`src/rtl/mfp_pkg.sv`:
```
// mfp_pkg: shared constants for the MFP68901 interrupt controller slice.
//   - register indices decoded by mfp_irq_ctrl (IERA..VR)
//   - channel numbers of the fixed interrupt sources (bit n = channel n)
//   - handshake FSM state encoding
package mfp_pkg;

   // Register indices on the MFP register bus
   localparam logic [4:0] MFP_IERA = 5'h03;
   localparam logic [4:0] MFP_IERB = 5'h04;
   localparam logic [4:0] MFP_IPRA = 5'h05;
   localparam logic [4:0] MFP_IPRB = 5'h06;
   localparam logic [4:0] MFP_ISRA = 5'h07;
   localparam logic [4:0] MFP_ISRB = 5'h08;
   localparam logic [4:0] MFP_IMRA = 5'h09;
   localparam logic [4:0] MFP_IMRB = 5'h0A;
   localparam logic [4:0] MFP_VR   = 5'h0B;

   // Channel numbers; A bank = 15..8, B bank = 7..0, 15 = highest priority
   localparam int CH_TMRA  = 13;
   localparam int CH_TMRB  = 8;
   localparam int CH_TMRC  = 5;
   localparam int CH_TMRD  = 4;
   localparam int CH_GPIP0 = 0;
   localparam int CH_GPIP1 = 1;
   localparam int CH_GPIP2 = 2;
   localparam int CH_GPIP3 = 3;
   localparam int CH_GPIP4 = 6;
   localparam int CH_GPIP5 = 7;
   localparam int CH_GPIP6 = 14;
   localparam int CH_GPIP7 = 15;

   // Acknowledge handshake states
   localparam logic [1:0] ST_IDLE    = 2'd0;
   localparam logic [1:0] ST_RESOLVE = 2'd1;
   localparam logic [1:0] ST_ACK     = 2'd2;

endpackage

```
`src/rtl/mfp_prio_enc.sv`:
```
// mfp_prio_enc: 16-bit highest-set-bit encoder.
// Ports:
//   vec   in  16  request vector, bit 15 = highest priority
//   valid out  1  any bit of vec set
//   idx   out  4  index of the highest set bit (0 when valid=0)
module mfp_prio_enc (
   input  logic [15:0] vec,
   output logic        valid,
   output logic [3:0]  idx
);

   // Ascending scan: the last hit is the highest set bit.
   always_comb begin
      valid = 1'b0;
      idx   = 4'd0;
      for (int i = 0; i < 16; i++) begin
         if (vec[i]) begin
            valid = 1'b1;
            idx   = 4'(i);
         end
      end
   end

endmodule

```
`src/rtl/mfp_irq_ctrl.sv`:
```
// mfp_irq_ctrl: MFP68901 interrupt controller.
// Holds IER/IPR/ISR/IMR (16 channels, A = 15..8, B = 7..0) and VR, resolves the
// highest eligible channel, drives IRQ and delivers a vector on acknowledge.
// Ports:
//   CLK       in   1  system clock
//   RST       in   1  synchronous active-high reset
//   IRQ_EVT   in  16  one-cycle channel event pulses
//   ADDR      in   5  register index
//   REG_WE    in   1  write strobe (DAT_I -> ADDR)
//   DAT_I     in   8  write data
//   DAT_O     out  8  combinational read data for ADDR (00 for unowned indices)
//   IACK      in   1  acknowledge pulse from the CPU side
//   IRQ       out  1  registered interrupt request
//   VEC_VALID out  1  one-cycle pulse, VECTOR/NOVEC valid
//   VECTOR    out  8  {VR[7:4], channel}
//   NOVEC     out  1  spurious acknowledge (nothing eligible)
module mfp_irq_ctrl
   import mfp_pkg::*;
(
   input  logic        CLK,
   input  logic        RST,
   input  logic [15:0] IRQ_EVT,
   input  logic [4:0]  ADDR,
   input  logic        REG_WE,
   input  logic [7:0]  DAT_I,
   output logic [7:0]  DAT_O,
   input  logic        IACK,
   output logic        IRQ,
   output logic        VEC_VALID,
   output logic [7:0]  VECTOR,
   output logic        NOVEC
);

   logic [15:0] ier_reg, ipr_reg, isr_reg, imr_reg;
   logic [15:0] ier_next, ipr_next, isr_next, imr_next;
   logic [7:0]  vr_reg, vr_next;
   logic [7:0]  vector_reg;
   logic        novec_reg, irq_reg;
   logic [1:0]  state_reg, state_next;

   logic        isr_valid, win_valid;
   logic [3:0]  isr_idx, win_idx;
   logic [15:0] allow, eligible, ack_bit;
   logic        resolving;

   // Decoded write strobes
   wire wr_iera = REG_WE && (ADDR == MFP_IERA);
   wire wr_ierb = REG_WE && (ADDR == MFP_IERB);
   wire wr_ipra = REG_WE && (ADDR == MFP_IPRA);
   wire wr_iprb = REG_WE && (ADDR == MFP_IPRB);
   wire wr_isra = REG_WE && (ADDR == MFP_ISRA);
   wire wr_isrb = REG_WE && (ADDR == MFP_ISRB);
   wire wr_imra = REG_WE && (ADDR == MFP_IMRA);
   wire wr_imrb = REG_WE && (ADDR == MFP_IMRB);
   wire wr_vr   = REG_WE && (ADDR == MFP_VR);

   // Bits written as 0 into IER/IPR/ISR act as clear masks
   wire [15:0] ier_zero = {wr_iera ? ~DAT_I : 8'h00, wr_ierb ? ~DAT_I : 8'h00};
   wire [15:0] ipr_zero = {wr_ipra ? ~DAT_I : 8'h00, wr_iprb ? ~DAT_I : 8'h00};
   wire [15:0] isr_zero = {wr_isra ? ~DAT_I : 8'h00, wr_isrb ? ~DAT_I : 8'h00};
   wire        s_mode   = vr_reg[3];
   wire        isr_wipe = wr_vr && !DAT_I[3];

   mfp_prio_enc u_isr_enc (.vec(isr_reg),  .valid(isr_valid), .idx(isr_idx));
   mfp_prio_enc u_win_enc (.vec(eligible), .valid(win_valid), .idx(win_idx));

   // In S mode only channels above the highest in-service one may interrupt.
   genvar gi;
   generate
      for (gi = 0; gi < 16; gi++) begin : g_allow
         assign allow[gi] = !s_mode || !isr_valid || (4'(gi) > isr_idx);
      end
   endgenerate

   assign eligible  = ipr_reg & imr_reg & allow;
   assign resolving = (state_reg == ST_RESOLVE);
   assign ack_bit   = (resolving && win_valid) ? (16'h0001 << win_idx) : 16'h0000;

   always_comb begin
      // IPR: a new event beats acknowledge/write clears; an IER 0-write beats all.
      ipr_next = ((ipr_reg & ~ack_bit & ~ipr_zero) | (IRQ_EVT & ier_reg)) & ~ier_zero;
      // ISR: acknowledge set beats ISR write clear; VR write with S=0 beats both.
      isr_next = (isr_reg & ~isr_zero) | (s_mode ? ack_bit : 16'h0000);
      if (isr_wipe)
         isr_next = 16'h0000;

      ier_next = {wr_iera ? DAT_I : ier_reg[15:8], wr_ierb ? DAT_I : ier_reg[7:0]};
      imr_next = {wr_imra ? DAT_I : imr_reg[15:8], wr_imrb ? DAT_I : imr_reg[7:0]};
      vr_next  = wr_vr ? DAT_I : vr_reg;

      state_next = state_reg;
      case (state_reg)
         ST_IDLE:    if (IACK) state_next = ST_RESOLVE;
         ST_RESOLVE: state_next = ST_ACK;
         default:    state_next = ST_IDLE;
      endcase
   end

   always_ff @(posedge CLK) begin
      if (RST) begin
         ier_reg    <= 16'h0000;
         ipr_reg    <= 16'h0000;
         isr_reg    <= 16'h0000;
         imr_reg    <= 16'h0000;
         vr_reg     <= 8'h00;
         irq_reg    <= 1'b0;
         vector_reg <= 8'h00;
         novec_reg  <= 1'b0;
         state_reg  <= ST_IDLE;
      end else begin
         ier_reg   <= ier_next;
         ipr_reg   <= ipr_next;
         isr_reg   <= isr_next;
         imr_reg   <= imr_next;
         vr_reg    <= vr_next;
         irq_reg   <= |eligible;
         state_reg <= state_next;
         if (resolving) begin
            vector_reg <= win_valid ? {vr_reg[7:4], win_idx} : 8'h00;
            novec_reg  <= !win_valid;
         end
      end
   end

   always_comb begin
      DAT_O = 8'h00;
      case (ADDR)
         MFP_IERA: DAT_O = ier_reg[15:8];
         MFP_IERB: DAT_O = ier_reg[7:0];
         MFP_IPRA: DAT_O = ipr_reg[15:8];
         MFP_IPRB: DAT_O = ipr_reg[7:0];
         MFP_ISRA: DAT_O = isr_reg[15:8];
         MFP_ISRB: DAT_O = isr_reg[7:0];
         MFP_IMRA: DAT_O = imr_reg[15:8];
         MFP_IMRB: DAT_O = imr_reg[7:0];
         MFP_VR:   DAT_O = vr_reg;
         default:  DAT_O = 8'h00;
      endcase
   end

   assign IRQ       = irq_reg;
   assign VEC_VALID = (state_reg == ST_ACK);
   assign VECTOR    = vector_reg;
   assign NOVEC     = novec_reg;

endmodule

```
`config.mk`:
```
export PLATFORM = sky130hd
export DESIGN_NAME = mfp_irq_ctrl
export DESIGN_NICKNAME = d
export VERILOG_FILES = /design/src/rtl/mfp_pkg.sv /design/src/rtl/mfp_prio_enc.sv /design/src/rtl/mfp_irq_ctrl.sv
export SDC_FILE = /design/constraint.sdc
export NUM_CORES = 1
export LEC_CHECK = 0
export ABC_AREA = 1
export CAP_MARGIN = 25
export CELL_PAD_IN_SITES_DETAIL_PLACEMENT = 1
export CELL_PAD_IN_SITES_GLOBAL_PLACEMENT = 2
export CORE_ASPECT_RATIO = 0.75
export CORE_MARGIN = 1
export CORE_UTILIZATION = 28
export DETAILED_ROUTE_END_ITERATION = 12
export PLACE_DENSITY_LB_ADDON = 0.3
export SYNTH_ARGS = -nofsm -noshare
export SYNTH_HDL_FRONTEND = slang
export SYNTH_SLANG_ARGS = --single-unit
export TNS_END_PERCENT = 10
```
`constraint.sdc`:
```
create_clock -name CLK -period 2.4 [get_ports CLK]
set_input_delay 0.48 -clock CLK [delete_from_list [all_inputs] [get_ports CLK]]
set_output_delay 0.48 -clock CLK [all_outputs]
set_load 0.01 [all_outputs]
```
==> metrics.txt, run 1 <==
global-route wire length before repair approximately 30 mm; gpl congestion 0.921; vias in the first global route about 4900; minimum clock period approximately 2.9 ns; crit path DAT between 3 and 4 ns; root buf cell clkbuf_16; outcome finished, violations left; filler instances 1836; core utilization of the finished layout 44.7%; number of vias after detailed routing 5071; average footprint of a synthesized cell 6.90 um^2; actual slew at the worst max-slew pin 0.636 ns; Core Area between 0.01 and 0.015 mm^2; failing checks negative setup slack; ranking of synthesized cells by area dfxtp_1 (39%), a21oi_1 (11%), nand2_1 (9.6%), o21ai_0 (7.5%), inv_1 (6.9%); unrepaired setup endpoints after global routing true; crit start category register; required time reported for the critical path endpoint 2.63 ns; reg-to-reg setup timing slack -0.50 ns; remaining global-route overflow 0; count of antenna-violating nets left after detailed routing 0; share of the synthesized area in the top cell type 39.5%; cell type contributing the most total cell area after synthesis dfxtp_1; cell with the largest stage delay on the worst path dfxtp_2; pin count of the biggest net entering global routing 19; cell count after synthesis 617; cts bufs inserted 9; Slowest Stage Delay on Critical Path 0.33 ns; number of input and output port buffers inserted 51; die span in x 144 um; number of setup violations in the final report 49; number of buffers on the longest clock path 2; starting density of the core between 20% and 30%; count of placed standard cells in the final layout, fillers left out 974; Ports 52; clock insertion delay at the later pin of the skew report 0.35 ns; number of DRC violations after detailed-routing iteration 0 340; cell count of the worst reg-to-reg path 23; VDD IR max 0.334 mV; final worst-path cycle share 121%; critical path class reg -> reg; TritonCTS clock tree done; routed length per placed instance 20.9 um; height of the die roughly 110 um; Unique masters post-synth 39; register clock-pin slew on the reported worst setup and hold paths 0.06 ns; number of antenna violations at the first check in global routing 0; Final Skew roughly 0.0091 ns; cells traversed along the worst timing path buf_4, o21ai_0, nand3_1, nand2_1, nand2_1, nand3_1, nand2_2, inv_2, nand3_2, nand3_1, nand4_1, and2_4, buf_4, nand2_4, nor2_4, o311ai_4, nor2_4, nor2_4, nand2_4, inv_8, nand4_1, nand2_1, a21oi_1; top fanout value on the critical path 6; Max-Slew Margin vs Limit 57.4%; max-cap violation count 0; GRT Overall Usage 26.9%; endpoint class of the critical path register; fraction of layout cells with a size suffix above 1 30.4%; count of synthesis-stage warnings from yosys 0; leak pwr 2.53 nW; H-tree levels 3; antenna cells 0; std cell rows 38; area growth from synthesis to layout 53.8%; Syn Std Cell Area around 0.0043 mm^2; path type of the worst min-delay path reg -> reg; synthesized netlist net count between 600 and 700; Nets 802; cell count after placement around 950; residual DRC count 0; aggregate routed wire length a little over 20 mm; PwrDens 487 mW/mm^2; floorplan die area 0.0157 mm^2; worst hold path depth 1; hold violation count in the final report 0; most common cell after layout, fill and taps aside buf_4; highest-count cells in the layout ignoring fill and taps buf_4 (94), nand2_1 (93), a21oi_1 (82), dfxtp_1 (81), inv_1 (69); DP Wirelength 16.1 mm; clock sink count 84; Pre-Repair DR Iteration Count 4; post-synthesis sequential element count 84; post-route setup slack -0.500 ns; maximum clock frequency between 300 and 400 MHz; Max Slew Vio Count 0; share of synthesized area occupied by flip-flops and latches 39.5%; vias per std cell 5.21
final timing paths:
check	endpoint	from
setup / recovery	ipr_reg[3]	isr_reg[2]
hold / removal	state_reg[0]	state_reg[1]
setup reg to reg	ipr_reg[3]	isr_reg[2]
hold reg to reg	state_reg[0]	state_reg[1]
critical path: cells and delay by family, from the launching register on:
kind / cells / cell delay, ns
buffers and inverters: 4 / 0.44
DFF: 1 / 0.33
and+or+nand+nor: 16 / 1.70
AOI/OAI and AO/OA: 3 / 0.28
power by group:
group	total (mW)	switching [mW]	internal, mW
registers	1.42	0.0120	1.41
logic	0.223	0.133	0.0894
clock network	1.55	0.578	0.971
total	3.19	0.723	2.47
layer usage:
metal	vias to the layer above	global-route usage (%)	routed length [um]	part of all wire [%]
met5	-	0	0	0
met4	0	7.97	423	2.1
met3	25	7.51	1320	6.5
met2	131	41.3	8850	44
met1	2515	36.5	9740	48
li1	2400	-	-	-
area by class of cell:
class / instances / area [um^2] / area share (%)
flip-flops and latches: 84 / 1690 / 25.7
multi-input cells: 426 / 2550 / 38.9
repair inverters: 1 / 8.76 / 0.134
clock buffers: 13 / 260 / 3.97
repair buffers: 159 / 1390 / 21.2
inverters: 88 / 340 / 5.20
well taps: 200 / 250 / 3.82
clock inverters: 3 / 68.8 / 1.05
repair_timing:
action,4_1_cts,5_1_grt
pin swaps,21,23
hold buffers,0,0
setup endpoints to repair,50,50
gates resized for setup,72,60
buffers inserted,7,2
gates cloned,1,0
through the flow:
step / instance area [um^2] / power, mW / hold WS [ns] / setup slack (ns) / setup TNS (ns)
finish: 6550 / 3.19 / 0.417 / -0.500 / -16.37
global route: 6550 / 3.28 / 0.447 / -0.772 / -26.87
CTS: 6320 / 3.21 / 0.417 / -0.511 / -17.67
detailed placement: 5720 / 1.66 / 0.413 / -0.725 / -27.83
global placement: 5720 / 1.66 / 0.400 / -0.707 / -24.35
floorplan: 4260 / 1.52 / 0.395 / 0.0502 / 0
synth_stat cells (all sizes together):
| library cell | n |
|---|---|
| nand4 | 15 |
| buf | 4 |
| a31oi | 1 |
| nor2 | 42 |
| inv | 88 |
| nor3 | 4 |
| a21boi | 3 |
| nor3b | 1 |
| o21bai | 10 |
| a21oi | 93 |
| nand3 | 35 |
| nand2 | 117 |
| clkbuf | 15 |
| a32oi | 1 |
| o211ai | 2 |
| dfxtp | 84 |
| o22ai | 19 |
| nor4 | 2 |
| o21ai | 67 |
| o311ai | 1 |
| o2111ai | 1 |
| a221oi | 10 |
| and2 | 2 |
cells by family (layout without fill, tap and decap cells):
group                  count (synthesis)  in the layout  share of synthesized area, %
AND/OR/NAND/NOR                      218            218                          23.1
buffers and inverters                107            264                          9.81
flip-flops                            84             84                          39.5
AO/OA/AOI/OAI                        208            208                          27.6
Power figures use the tool's default switching activity.
==> run 2: changes to the inputs <==
--- a/config.mk
+++ b/config.mk
@@ -10,10 +10,10 @@
 export CELL_PAD_IN_SITES_DETAIL_PLACEMENT = 1
 export CELL_PAD_IN_SITES_GLOBAL_PLACEMENT = 2
 export CORE_ASPECT_RATIO = 0.75
-export CORE_MARGIN = 1
 export CORE_UTILIZATION = 28
 export DETAILED_ROUTE_END_ITERATION = 12
 export PLACE_DENSITY_LB_ADDON = 0.3
+export SKIP_CTS_REPAIR_TIMING = 1
 export SYNTH_ARGS = -nofsm -noshare
 export SYNTH_HDL_FRONTEND = slang
 export SYNTH_SLANG_ARGS = --single-unit
==> metrics.txt, run 2 (synthesis results as in run 1) <==
maximum clock frequency 329 MHz; remaining global-route overflow 0; starting density of the core 29.1%; number of DRC violations after detailed-routing iteration 0 271; clock sink count 84; Nets 799; DP Wirelength 16.1 mm; post-layout total power ~3.2 mW; critical path class in -> out; register clock-pin slew on the reported worst setup and hold paths 0.06 ns; Ports 52; number of vias after detailed routing 5012; post-route setup slack -0.640 ns; routed wire length on met2 8.83 mm; path type of the worst min-delay path reg -> reg; Final Skew just under 0.01 ns; endpoint class of the critical path output port; antenna cells 0; detailed-route wire length on metal 1 9.58 mm; unrepaired setup endpoints after global routing true; TritonCTS clock tree done; gpl congestion 0.921; H-tree levels 3; GRT Overall Usage 26.5%; top fanout value on the critical path 5; routed length per placed instance about 21 um; failing checks negative setup slack; number of input and output port buffers inserted 51; actual slew at the worst max-slew pin 0.605 ns; crit start category primary input; outcome finished, violations left; die span in x approximately 140 um; fraction of layout cells with a size suffix above 1 between 20% and 30%; most common cell after layout, fill and taps aside buf_4; cts bufs inserted 9; count of antenna-violating nets left after detailed routing 0; minimum clock period 3.04 ns; height of the die 109 um; final worst-path cycle share 127%; core utilization of the finished layout 44.2%; Pre-Repair DR Iteration Count 5; PwrDens 493 mW/mm^2; pin count of the biggest net entering global routing 19; root buf cell clkbuf_16; area growth from synthesis to layout 51.9%; DR WL met3 roughly 1.4 mm; crit path DAT 2.56 ns; worst hold margin approximately 0.42 ns; highest metal used met4; leak pwr 2.52 nW; highest-count cells in the layout ignoring fill and taps buf_4 (98), nand2_1 (94), a21oi_1 (86), dfxtp_1 (82), inv_1 (70); Max Slew Vio Count 0; aggregate routed wire length 20.2 mm; number of buffers on the longest clock path 2; global-route wire length before repair 29.4 mm; floorplan die area approximately 0.016 mm^2; max-cap violation count 0; std cell rows 38; hold violation count in the final report 0; number of antenna violations at the first check in global routing 0; clock insertion delay at the later pin of the skew report 0.36 ns; vias in the first global route 4929; Max-Slew Margin vs Limit 59.5%; residual DRC count 0; number of setup violations in the final report 50; Core Area 0.0146 mm^2; vias per std cell 5.16; VDD IR max around 0.34 mV; required time reported for the critical path endpoint 1.92 ns
-- run 2: cell count changes in the layout (fill, tap and decap cells not counted), sizes merged --
cell,change
buf,-3
inv,-1
dlygate4sd2,-7
clkdlybuf4s15,-3
dlymetal6s2s,+5
clkdlybuf4s50,+6
-- run 2: report_power, final --
group          leakage [nW]  switching [mW]  total, mW  internal [mW]
Combinational          1.68           0.131      0.222         0.0909
Clock                 0.160           0.578       1.55          0.971
Sequential            0.679          0.0120       1.42           1.41
Total                  2.52           0.721       3.19           2.47
-- run 2: path summary, 6_finish.rpt --
kind | from | end | slack, ns | cells after the start
setup / recovery | ADDR[0] | DAT_O[5] | -0.64 | 9
hold / removal | state_reg[1] | state_reg[0] | 0.42 | 1
setup reg to reg | isr_reg[2] | ipr_reg[7] | -0.57 | 29
hold reg to reg | state_reg[1] | state_reg[0] | 0.42 | 1
-- run 2: cell type report --
| cell class | count | area [um^2] |
|---|---|---|
| clock buffers | 13 | 260 |
| flip-flops and latches | 84 | 1680 |
| repair buffers | 157 | 1370 |
| clock inverters | 3 | 68.8 |
| multi-input cells | 426 | 2500 |
| inverters | 88 | 338 |
| fillers | 1845 | 8170 |
| well taps | 200 | 250 |
-- run 2: stage by stage --
step	instance area, um^2	cells	setup slack, ns	TNS, ns
2_1_floorplan	4260	617	0.0502	0
3_3_place_gp	5720	948	-0.707	-24.35
3_5_place_dp	5720	948	-0.725	-27.83
4_1_cts	6040	964	-0.742	-28.20
5_1_grt	6470	971	-0.739	-29.84
6_report	6470	971	-0.640	-20.08
-- run 2: critical path, stage by stage --
cell and delay, ns:
clkdlybuf4s50_1 0.53, nand2_1 0.13, nor4_2 0.19, buf_4 0.17, inv_1 0.10, o22ai_1 0.23
a21oi_1 0.07, nand3_1 0.11, clkdlybuf4s50_1 0.55
-- run 2: layer usage --
metal	global-route usage [%]	vias to the layer above
met5	0	-
met4	8.35	0
met3	7.42	23
met2	39.7	146
met1	36.4	2447
li1	-	2396
==> run 3: changes to the inputs <==
--- a/config.mk
+++ b/config.mk
@@ -11,7 +11,9 @@
 export CELL_PAD_IN_SITES_GLOBAL_PLACEMENT = 2
 export CORE_ASPECT_RATIO = 0.75
 export CORE_UTILIZATION = 28
+export CTS_BUF_LIST = sky130_fd_sc_hd__clkbuf_4 sky130_fd_sc_hd__clkbuf_8 sky130_fd_sc_hd__clkbuf_16
 export DETAILED_ROUTE_END_ITERATION = 12
+export HOLD_SLACK_MARGIN = 0.05
 export PLACE_DENSITY_LB_ADDON = 0.3
 export SKIP_CTS_REPAIR_TIMING = 1
 export SYNTH_ARGS = -nofsm -noshare
==> metrics.txt, run 3 (synthesis results as in run 1) <==
outcome finished, violations left; failing checks negative setup slack; number of vias after detailed routing roughly 5000; register clock-pin slew on the reported worst setup and hold paths 0.06 ns; Final Skew ~0.0095 ns; fraction of power consumed by the clock network slightly below 50%; minimum clock period between 3 and 4 ns; crit path DAT around 2.6 ns; cells traversed along the worst timing path clkdlybuf4s50_1, nand2_1, nor4_2, buf_4, inv_1, o22ai_1, a21oi_1, nand3_1, clkdlybuf4s50_1; Core Area 0.0146 mm^2; worst slack at placement -0.725 ns; reg-to-reg setup timing slack -0.57 ns; starting density of the core 29.1%; clock insertion delay at the later pin of the skew report between 0.3 and 0.4 ns; cts bufs inserted 9; most frequent cell on the critical path clkdlybuf4s50_1; routed length per placed instance 20.7 um; endpoint class of the critical path output port; clock sink count 84; cell internal pwr 2.49 mW; required time reported for the critical path endpoint 1.92 ns; die span in x 144 um; number of setup violations in the final report 50; Sw Pwr 0.716 mW; height of the die between 100 and 150 um; Slowest Stage Delay on Critical Path 0.56 ns; top fanout value on the critical path 5; worst-case hold path end point state_reg[0]; Max-Slew Margin vs Limit between 50% and 60%; vias in the first global route 4914; hold violation count in the final report 0; Post-Route Setup TNS -20.03 ns; flip-flop and latch area 0.00168 mm^2; worst reg2reg startpoint isr_reg[2]; floorplan die area ~0.016 mm^2; startpoint of the worst hold path state_reg[1]; number of input and output port buffers inserted 51; area growth from synthesis to layout 52.1%; aggregate routed wire length ~20 mm; DP Wirelength 16.1 mm; reg-to-reg endpoint ipr_reg[7]; actual slew at the worst max-slew pin 0.614 ns; count of placed standard cells in the final layout, fillers left out approximately 970; max-cap violation count 0; Max Slew Vio Count 0; unrepaired setup endpoints after global routing true; final worst-path cycle share 126%; count of antenna-violating nets left after detailed routing 0; fraction of layout cells with a size suffix above 1 between 20 and 30%; area used by multi-input combinational logic ~0.0025 mm^2; vias per std cell 5.18; post-route setup slack -0.634 ns; cell count after placement 948; worst hold margin 0.417 ns; most common cell after layout, fill and taps aside buf_4; Pre-Repair DR Iteration Count 5; H-tree levels 3; cell with the largest stage delay on the worst path clkdlybuf4s50_1; Ports 52; cell count of the worst reg-to-reg path 29; combinational power share 6.9%; remaining global-route overflow 0; residual DRC count 0; highest-count cells in the layout ignoring fill and taps buf_4 (98), nand2_1 (94), a21oi_1 (86), dfxtp_1 (82), inv_1 (70); root buf cell clkbuf_16; PwrDens 495 mW/mm^2; GRT Overall Usage 26.4%; antenna cells 0; worst hold path depth 1; Flop pwr share 44.3%; global-route wire length before repair 29.4 mm; maximum clock frequency between 300 and 400 MHz; critical path class in -> out; std cell rows 38; number of antenna violations at the first check in global routing 0; post-layout total power 3.21 mW; Sw Share between 20% and 30%; gpl congestion just over 0.9; leak pwr 2.53 nW; number of DRC violations after detailed-routing iteration 0 316; TritonCTS clock tree done; filler instances around 1800; pin count of the biggest net entering global routing 19; Nets 799; number of buffers on the longest clock path 2; crit start category primary input; VDD IR max roughly 0.33 mV; path type of the worst min-delay path reg -> reg
run 3: cell types whose count changed in the layout (fill, tap and decap cells not counted):
| cell | before | now |
|---|---|---|
| clkbuf_1 | 2 | 0 |
| clkbuf_4 | 0 | 2 |
run 3: per-stage QoR:
stage                     instance area [um^2]  utilization [%]
final                                     6480             44.2
after global routing                      6480             44.2
after global placement                    5720             39.0
after detailed placement                  5720             39.0
after floorplan                           4260                -
after CTS                                 6050             41.3
run 3: how the worst max path moves through the flow:
stage	from	end	slack [ns]	cells after the start
global route	isr_reg[2]	ipr_reg[7]	-0.75	29
CTS	isr_reg[2]	ipr_reg[13]	-0.74	19
global placement	ADDR[1]	DAT_O[7]	-0.71	9
detailed placement	ADDR[3]	DAT_O[4]	-0.73	9
floorplan	isr_reg[15]	ipr_reg[9]	0.05	26
finish	ADDR[0]	DAT_O[3]	-0.63	9
run 3: layout make-up:
type,instances,share of cell area (%)
Clock buffer,13,4.13
Clock inverter,3,1.06
Inverter,88,5.22
Multi-Input combinational cell,426,38.7
Sequential cell,84,26.0
Tap cell,200,3.86
Timing Repair Buffer,157,21.1
run 3: critical path: cells and delay by family:
kind / cells / cell delay, ns
AOI/OAI and AO/OA: 2 / 0.25
buffers and inverters: 4 / 1.34
and+or+nand+nor: 3 / 0.46
run 3: power by group through the flow:
stage	sequential [mW]	combinational, mW	clock, mW
after global routing	1.42	0.238	1.65
final	1.42	0.222	1.57
after CTS	1.42	0.213	1.59
after global placement	1.45	0.208	0
after floorplan	1.45	0.0752	0
after detailed placement	1.45	0.213	0
run 3: per-layer routing:
layer | vias to the layer above | track usage (%) | wire length (um)
li1 | 2395 | - | -
met3 | 23 | 7.42 | 1470
met1 | 2461 | 36.5 | 9510
met4 | 0 | 8.35 | 330
met2 | 152 | 39.5 | 8790
met5 | - | 0 | 0
